File: src/rtl/fetch_sequencer.sv
// fetch_sequencer: multi-cycle fetch/execute control FSM driving the picoMIPS PC, IR, register file and multiplier.
module fetch_sequencer #(
  parameter int Psize      = 5,
  parameter int MulTimeout = 15,
  parameter int Csize      = 16
) (
  input  logic             clk,
  input  logic             reset,
  input  logic             start,
  input  logic [Psize-1:0] pc_in,
  input  logic [2:0]       opcode,
  input  logic [Psize-1:0] branch_target,
  input  logic             zero,
  input  logic             mul_done,
  output logic             PCup,
  output logic [Psize-1:0] BranchAddress,
  output logic             ir_load,
  output logic             reg_we,
  output logic             mul_start,
  output logic             busy,
  output logic             halted,
  output logic             error,
  output logic [Csize-1:0] retired
);
  typedef enum logic [2:0] {IDLE, FETCH, EXEC, MULW, HALTED} state_t;
  state_t state_q, state_d;
  logic [7:0] tmo_q, tmo_d;
  logic error_q, error_d;
  logic [Csize-1:0] retired_q, retired_d;
  logic inc;
  always_ff @(posedge clk or posedge reset)
    if (reset) begin
      state_q   <= IDLE;
      tmo_q     <= '0;
      error_q   <= 1'b0;
      retired_q <= '0;
    end else begin
      state_q   <= state_d;
      tmo_q     <= tmo_d;
      error_q   <= error_d;
      retired_q <= retired_d;
    end
  // The PC has no enable, so "hold" means reloading pc_in every idle cycle.
  always_comb begin
    state_d       = state_q;
    tmo_d         = tmo_q;
    error_d       = error_q;
    retired_d     = retired_q;
    PCup          = 1'b0;
    BranchAddress = pc_in;
    ir_load       = 1'b0;
    reg_we        = 1'b0;
    mul_start     = 1'b0;
    inc           = 1'b0;
    case (state_q)
      IDLE: begin
        BranchAddress = '0;
        if (start) begin
          state_d   = FETCH;
          retired_d = '0;
        end
      end
      FETCH: begin
        ir_load = 1'b1;
        state_d = EXEC;
      end
      EXEC: begin
        state_d = FETCH;
        inc     = 1'b1;
        case (opcode)
          3'b001, 3'b010: begin
            reg_we = 1'b1;
            PCup   = 1'b1;
          end
          3'b011: begin
            mul_start = 1'b1;
            tmo_d     = '0;
            state_d   = MULW;
            inc       = 1'b0;
          end
          3'b100: begin
            PCup          = !zero;
            BranchAddress = zero ? branch_target : pc_in;
          end
          3'b101: BranchAddress = branch_target;
          3'b111: state_d = HALTED;
          default: PCup = 1'b1;
        endcase
      end
      MULW: begin
        if (mul_done) begin
          reg_we  = 1'b1;
          PCup    = 1'b1;
          state_d = FETCH;
          inc     = 1'b1;
        end else if (tmo_q == 8'(MulTimeout - 1)) begin
          error_d = 1'b1;
          state_d = HALTED;
        end else begin
          tmo_d = tmo_q + 8'd1;
        end
      end
      HALTED: begin
        if (start) begin
          BranchAddress = '0;
          error_d       = 1'b0;
          retired_d     = '0;
          state_d       = FETCH;
        end
      end
      default: state_d = IDLE;
    endcase
    if (inc && retired_q != '1) retired_d = retired_q + Csize'(1);
  end
  assign busy    = (state_q == FETCH) || (state_q == EXEC) || (state_q == MULW);
  assign halted  = state_q == HALTED;
  assign error   = error_q;
  assign retired = retired_q;
endmodule

File: config.mk
export PLATFORM = sky130hd
export DESIGN_NAME = fetch_sequencer
export DESIGN_NICKNAME = d
export VERILOG_FILES = /design/src/rtl/fetch_sequencer.sv
export SDC_FILE = /design/constraint.sdc
export NUM_CORES = 1
export LEC_CHECK = 0
export BUFFER_PORTS_ARGS = -buffer_cell sky130_fd_sc_hd__buf_2
export CAP_MARGIN = 0
export CORE_AREA = 2 2 113 71
export CTS_CLUSTER_DIAMETER = 100
export DETAILED_ROUTE_END_ITERATION = 10
export DIE_AREA = 0 0 115 73
export PLACE_DENSITY_LB_ADDON = 0.3
export SETUP_SLACK_MARGIN = 0.2
export SLEW_MARGIN = 20
export SYNTH_ARGS = -nofsm -noshare
export SYNTH_HDL_FRONTEND = slang
export SYNTH_SLANG_ARGS = --single-unit
File: constraint.sdc
create_clock -name clk -period 2.23 [get_ports clk]
set_clock_uncertainty 0.2 [all_clocks]
set_input_delay 0.1115 -clock clk [delete_from_list [all_inputs] [get_ports clk]]
set_output_delay 0.1115 -clock clk [all_outputs]
set_load 0.005 [all_outputs]
; ---- Word level (Yosys, flattened, before mapping)
; Index checks and enable logic that the tools add are counted.
[totals]
inputBits = 18
wordCells = 71
ff_bits = 28
out_inout_bits = 28
[classes]
mux = 30
add_sub_neg = 2
eq_ne = 19
n_reduce_logical = 16
[ops]
columns = cell, n
row1 = $mux 16, 3
row2 = $mux 8, 3
row3 = $add 16x1->16 const B, 1
row4 = $ne 16x16->1 const B, 1
row5 = $pmux 8 s2, 1
row6 = $pmux 5 s3, 1
row7 = $eq 3x2->1 const B, 4
row8 = $eq 3x3->1 const B, 4
row9 = $pmux 3 s4, 1
row10 = $mux 5, 2
row11 = $pmux 1 s2, 5
row12 = $pmux 5 s2, 1
row13 = $mux 1, 9
row14 = $mux 3, 3
row15 = $add 8x1->8 const B, 1
row16 = $eq 8x4->1 const B, 1
row17 = $ne 2x2->1 const B, 4
row18 = $reduce_and 4->1, 2
row19 = $reduce_bool 2->1, 4
row20 = $eq 3x1->1 const B, 2
row21 = $pmux 3 s2, 1
row22 = $ne 2x1->1 const B, 2
row23 = $reduce_and 2->1, 2
row24 = $reduce_or 2->1, 2
row25 = other kinds (6), 7

; ---- Depth between registers and ports, before layout
; Gate-level depths: netlist (run 1).
[logic_depth]
depth_word = 6
depth_mapped = 7
depth_no_buf = 5

; ---- Worst setup path after synthesis (run 1)
; No wires, ideal clock.
[synth_path]
path_type = register to register
startpoint = register state_q[0]
endpoint = register retired_q[2], in the netlist retired[2]
t_arrival_ps = 1873
setup_ps = 126
path_slack_ps = 31
period_less_slack_ps = 2199
required_ps = 1904
path_stages_with_launch = 8
path_buffers = 3
cell_sequence = dfrtp_1 buf_6 or3b_1 buf_6 o21a_4 o21a_1 buf_6 a221o_1
[synth_between]
elab_chain_len = 5
elab_cells_between_ends = 11
cone_classes = 3 x eq/ne / 2 x mux / 6 x reduce/logical
[synth_rtl]
columns = item, line_no
row1 = start: declaration, 26  ; state_t state_q, state_d;
row2 = start signal: assignment, 38  ; state_q <= state_d;
row3 = $eq 3x2->1, 55  ; case (state_q)
row4 = $pmux 1 s2, 55
row5 = $logic_and 1x1->1, 113  ; if (inc && retired_q != '1) retired_d = retired_q + Csize'(1);
row6 = $reduce_bool 2->1 (no source line), -
row7 = $reduce_and 2->1 (no source line), -
row8 = end signal: assignment, 41  ; retired_q <= retired_d;
row9 = end: declaration, 29  ; logic [Csize-1:0] retired_q, retired_d;
; Several ways; a longest one is shown, not always the timed one.
; A chain may end at the register's enable or synchronous reset.

; ---- Final worst setup path (run 1)
[layout_path]
startpoint = register state_q[2]
endpoint = output port BranchAddress[0]
[layout_between]
elab_chain_len = 2
elab_cells_between_ends = 4
cone_classes = 2 x eq/ne / 1 x mux / 1 x reduce/logical
[layout_rtl]
columns = item, line_no
row1 = "$eq 3x3->1, or another cell as far along", 55
row2 = $pmux 5 s3 *, 55
row3 = end: declaration, 16  ; output logic [Psize-1:0] BranchAddress,
; Every way passes the cells marked *; elsewhere a longest branch is shown, timed or not.

==> results.cfg, run 1 <==
[timing]
tns_ps = 0
tightest_slew_ps = 464
max_freq_ghz = 0.477
relSlewSlack_pct = 68.8
slew_viol_final = 0
min_period_ps = 2100
rsz0062_at_grt = true
layout_worst_path_cycle_share_pct = 94.0
setup_viol = 0
finalWorstSetupSlack_ps = 133
hold_slack_ps = 35.7
hold_viol = 0

[route]
wl_per_cell_um = 14.8
num_vias = 1793
drt-vias-per-instance = 4.98
ant_nets = 0
drt-total-wl_um = 5320
drt_first_iter_violations = 144
drc = 0
drt_first_pass_iters = 4

[global_route]
grt_pass1_wl_um = 8220
track_usage_pct = 12.3
overflow = 0
grt_pass1_vias = 1647
grt_max_degree = 29
antenna_found_initial = 0

[synthesis]
ys_async_sr_fraction_pct = 100
ys_types = 49
synth_edf_count = 0
synth.top_cell.area_share_pct = 39.1
synth_most_common_cell = dfrtp_1
yosysWarnings = 0
yosys_register_bits = 28
synth_common_cells = dfrtp_1 (28), nor2_1 (11), nor4_1 (11)
synth.area.top_cells = dfrtp_1 (39%), a221o_1 (5.6%), nor4_1 (3.8%), and2_1 (3.5%), nand4_1 (3.1%)
synth_top_cell_by_area = dfrtp_1
ys_dominant_reg_cell = dfrtp_1
yosysSeqAreaShare_pct = 39.1
syn-cell-area_mm2 = 0.00179
syn_area_per_cell_um2 = 9.75
synth_fp_nets = 205
synthCells = 184

[final_layout]
final_core_util_pct = 35.9
num-fill-cells = 769
antenna_cells = 0
drive_above_1_share_pct = 42.5
area_growth_pct = 50.1
ff_latch_area_um2 = 701
multi_input_area_mm2 = 0.00114
nNetsFinal = 288

[clock_tree]
cts.path.max_buffers = 2
h-tree-depth = 1
numClockSinks = 28
clk_latency_ps = 270
cts-root-buf = clkbuf_16
clk_pin_slew_ps = 70
cts_buffers = 3
cts_tree = built

[worst_setup_path]
worst_r2r_endpoint = tmo_q[4]
cp_slowest_cell = or3b_4
reg2reg_depth = 8
critPathKind = reg2out
worstPathArrival_ps = 1790
critPathRequiredTime_ps = 1920
setup.worst_path.start = state_q[2]
crit_chain = or3b_4 > buf_6 > nor4b_4 > buf_4 > a22o_1 > buf_2
start_kind = register
r2r_setup_slack_ps = 200
path_depth = 6
critical_path.top_delay_family = simple AND/OR/NAND/NOR gates
cp-endpoint = BranchAddress[0]
r2r-start = state_q[2]
path_max_fanout = 5
critPathMaxStageDelay_ps = 410
endpoint_kind = primary output
path_buf_inv = 3

[placed_design]
port-buffer-count = 45
place_ws_ps = 44.8
place_congestion = 0.735
place_hpwl_um = 3530

[pwr]
p_leak_nw = 1.26
power.density_mw_per_mm2 = 875
ir_worst_vdd_uv = 440

[min_path]
min_path_type = in2reg

[outcome]
status = complete, no violations

[floorplanning]
fp-row-count = 25
core_region_area_mm2 = 0.00751
dieArea_mm2 = 0.00840
ios = 46
die_y_um = 73
die_w_um = 115
start_util_pct = 23.9

[job]
cap_violations = 0
[layer usage]
layer / vias to the layer above / share of wire, % / global-route usage [%]
met5: - / 0 / 0
met4: 0 / 0.55 / 2.01
met3: 2 / 4.3 / 2.49
met2: 37 / 42 / 18.0
met1: 873 / 53 / 18.9
li1: 881 / - / -
[state kept, by name, indices dropped and copies added, names as in the netlist]
register  flops
retired      16
tmo_q         8
state_q       3
error         1
[through the flow]
step | cells | total power [mW] | cell area, um^2
2_1_floorplan | 184 | 1.28 | 1810
3_3_place_gp | 338 | 1.63 | 2280
3_5_place_dp | 338 | 1.63 | 2280
4_1_cts | 354 | 2.18 | 2500
5_1_grt | 360 | 2.50 | 2690
6_report | 360 | 2.36 | 2690
[kinds of logic (layout without fill, tap and decap cells)]
group                    Yosys count  after routing  synth area share (%)
adder cells (fa/ha/maj)            3              3                  2.09
AO/OA/AOI/OAI                     34             35                  16.0
multiplexers                       8              8                  4.67
XOR/XNOR                           9              9                  4.39
AND/OR/NAND/NOR                   86             86                  29.1
buffers and inverters             16             97                  4.74
flip-flops                        28             28                  39.1
[repair_timing]
action | in CTS | in global routing
gates cloned | 0 | 2
hold buffers | 2 | 0
hold endpoints to repair | 31 | 0
resized for setup | 9 | 24
setup buffers | 10 | 4
pin swaps | 3 | 15
setup endpoints to repair | 22 | 28
[layout by cell type (no fill, tap or decap), drive strengths merged, types with 5 or more instances in the layout]
| master | synthesis | routed |
|---|---|---|
| buf | 5 | 83 |
| dfrtp | 28 | 28 |
| nor4 | 12 | 12 |
| nor2 | 12 | 12 |
| a221o | 10 | 10 |
| and2 | 10 | 10 |
| nand4 | 9 | 9 |
| nand2 | 8 | 8 |
| nand3 | 8 | 8 |
| inv | 7 | 7 |
| mux2i | 5 | 5 |
| xor2 | 5 | 5 |
| a22o | 5 | 5 |
| nor3 | 5 | 5 |
| clkbuf | 4 | 5 |
[worst min path at each step]
stage,from,endpoint,slack [ps],cells past startpoint
4_1_cts,mul_done,state_q[0],10,3
3_5_place_dp,reset,retired[11],10,3
2_1_floorplan,reset,error,-20,1
6_report,mul_done,state_q[0],40,3
5_1_grt,mul_done,state_q[0],60,3
3_3_place_gp,reset,retired[11],7,3
[area by class of cell]
class	instances	share of cell area, %
timing repair buffer	86	22.8
sequential	28	26.0
clock buffer	4	3.30
multi-input combinational	141	42.5
inverter	7	0.976
tap	94	4.37
[worst register-to-register path: stages (launching register included)]
cell	delay [ps]
dfrtp_1	400
or3b_4	410
buf_6	130
buf_4	150
nor3_4	110
buf_6	150
buf_12	100
a211oi_2	40
a31o_2	230
[report_power, final]
| part | total, mW | switching [mW] | internal [mW] | leakage, nW |
|---|---|---|---|---|
| Sequential | 0.678 | 0.0873 | 0.590 | 0.381 |
| Combinational | 1.22 | 0.595 | 0.625 | 0.838 |
| Clock | 0.458 | 0.182 | 0.275 | 0.0442 |
| Total | 2.36 | 0.865 | 1.49 | 1.26 |
No activity file was read; power rests on OpenSTA's default activity.
==> run 2: changes to the inputs <==
- ABC_AREA: default -> 1
- CORE_AREA: 2 2 113 71 -> 2 2 119 75
- DIE_AREA: 0 0 115 73 -> 0 0 121 77
==> results.cfg, run 2 <==
[final_layout]
drive_above_1_share_pct = 21.4
ff_latch_area_um2 = 701
final_core_util_pct = 29.7
fin_cells = 458
multi_input_area_mm2 = 0.00115
area_growth_pct = 22.8
antenna_cells = 0
nNetsFinal = 368
largest_reg_flops = 16
layout_common_cells = nand2_1 (101), buf_2 (45), nor2_1 (38), nand3_1 (38), dfrtp_1 (28)
final_common_cell = nand2_1
num-fill-cells = 910

[placed_design]
dp.cells = 452
port-buffer-count = 45
place_hpwl_um = 4100
place_congestion = 0.856

[route]
ant_nets = 0
drt_first_iter_violations = 84
wl_per_cell_um = 11.7
drt-total-wl_um = 5350
drc = 0
drt-vias-per-instance = 4.41
num_vias = 2020
drt_first_pass_iters = 4

[worst_setup_path]
path_max_fanout = 8
endpoint_kind = primary output
start_kind = register
critPathKind = reg2out
critPathRequiredTime_ps = 1920
worstPathArrival_ps = 1500

[synthesis]
yosys_register_bits = 28
yosysSeqAreaShare_pct = 35.2
synth.area.top_cells = dfrtp_1 (35%), nand2_1 (19%), nand3_1 (9.5%), nor2_1 (7.2%), inv_1 (4.7%)
synth_fp_nets = 319
ys_async_sr_fraction_pct = 100
ys_types = 29
synth_top_cell_by_area = dfrtp_1
yosysWarnings = 0
synth_common_cells = nand2_1 (102), nand3_1 (38), nor2_1 (38)
synth_most_common_cell = nand2_1
syn_area_per_cell_um2 = 6.68
synth.top_cell.area_share_pct = 35.2
synth_edf_count = 0
synthCells = 298
ys_dominant_reg_cell = dfrtp_1
syn-cell-area_mm2 = 0.00199

[clock_tree]
clk_pin_slew_ps = 70
cts.path.max_buffers = 2
cts-root-buf = clkbuf_16
clk_latency_ps = 270
cts_buffers = 3
cts_tree = built
h-tree-depth = 1
numClockSinks = 28

[timing]
hold_slack_ps = 38.1
rsz0062_at_grt = false
tightest_slew_ps = 629
tns_ps = 0
max_freq_ghz = 0.551
slew_viol_final = 0
min_period_ps = 1810
hold_viol = 0
relSlewSlack_pct = 57.9
setup_viol = 0
layout_worst_path_cycle_share_pct = 81.3

[min_path]
min_path_type = in2reg

[pwr]
power.density_mw_per_mm2 = 803
ir_worst_vdd_uv = 346
p_leak_nw = 1.29

[global_route]
track_usage_pct = 12.1
antenna_found_initial = 0
overflow = 0
grt_pass1_wl_um = 9160
grt_max_degree = 29
grt_pass1_vias = 1850

[floorplanning]
dieArea_mm2 = 0.00932
core_region_area_mm2 = 0.00823
die_w_um = 121
start_util_pct = 24.2
fp-row-count = 26
die_y_um = 77
ios = 46

[outcome]
status = complete, no violations

[job]
cap_violations = 0
[run 2: worst max-delay path, cell delays in order, from the launching register on]
cell,delay (ps)
dfrtp_1,440
inv_2,120
nand3_2,140
inv_2,160
nand2_1,80
o21ai_0,170
buf_2,140
[run 2: per-stage QoR]
| stage | instance area, um^2 | setup WS [ps] | total power [mW] |
|---|---|---|---|
| 2_1_floorplan | 1990 | 580 | 1.27 |
| 3_3_place_gp | 2330 | 496 | 1.49 |
| 3_5_place_dp | 2330 | 406 | 1.51 |
| 4_1_cts | 2430 | 283 | 1.98 |
| 5_1_grt | 2450 | 262 | 2.14 |
| 6_report | 2450 | 417 | 1.96 |
[run 2: layer usage]
metal / wire (um) / track usage [%] / part of all wire (%)
met1: 2890 / 18.0 / 54
met2: 2150 / 17.8 / 40
met3: 255 / 2.38 / 4.8
met4: 44 / 2.79 / 0.82
met5: 0 / 0 / 0
[run 2: kinds of logic (layout without fill, tap and decap cells)]
group                    after synthesis  in the layout  synth area share [%]
buffers and inverters                 35             83                  7.79
AO/OA/AOI/OAI                         22             22                  6.72
AND/OR/NAND/NOR                      202            202                  44.9
adder cells (fa/ha/maj)                3              3                  1.88
flip-flops                            28             28                  35.2
XOR/XNOR                               8              8                  3.52
[run 2: timing repair]
action,in CTS,in global routing
buffers inserted,0,0
resized for setup,0,3
hold endpoints to repair,30,0
setup endpoints to repair,0,8
hold buffers,2,0
[run 2: final timing paths]
kind | to | slack [ps] | startpoint | cells past startpoint
max | reg_we | 420 | state_q[2] | 6
max in group asynchronous | retired[3] | 1280 | reset | 4
min in group asynchronous | tmo_q[3] | 270 | reset | 4
min reg2reg | tmo_q[7] | 350 | tmo_q[7] | 2
min | state_q[2] | 40 | mul_done | 4
max reg2reg | retired[14] | 470 | retired[0] | 8
[run 2: cell type report]
class	count	share of cell area, %
Sequential cell	28	28.6
Multi-Input combinational cell	235	46.9
Timing Repair Buffer	48	10.3
Inverter	31	4.76
Clock buffer	4	3.63
Tap cell	112	5.73
[run 2: report_power, final]
group / switching (mW) / internal, mW / total, mW / leakage (nW)
logic: 0.532 / 0.275 / 0.806 / 0.860
registers: 0.111 / 0.591 / 0.702 / 0.383
clock network: 0.180 / 0.275 / 0.456 / 0.0442
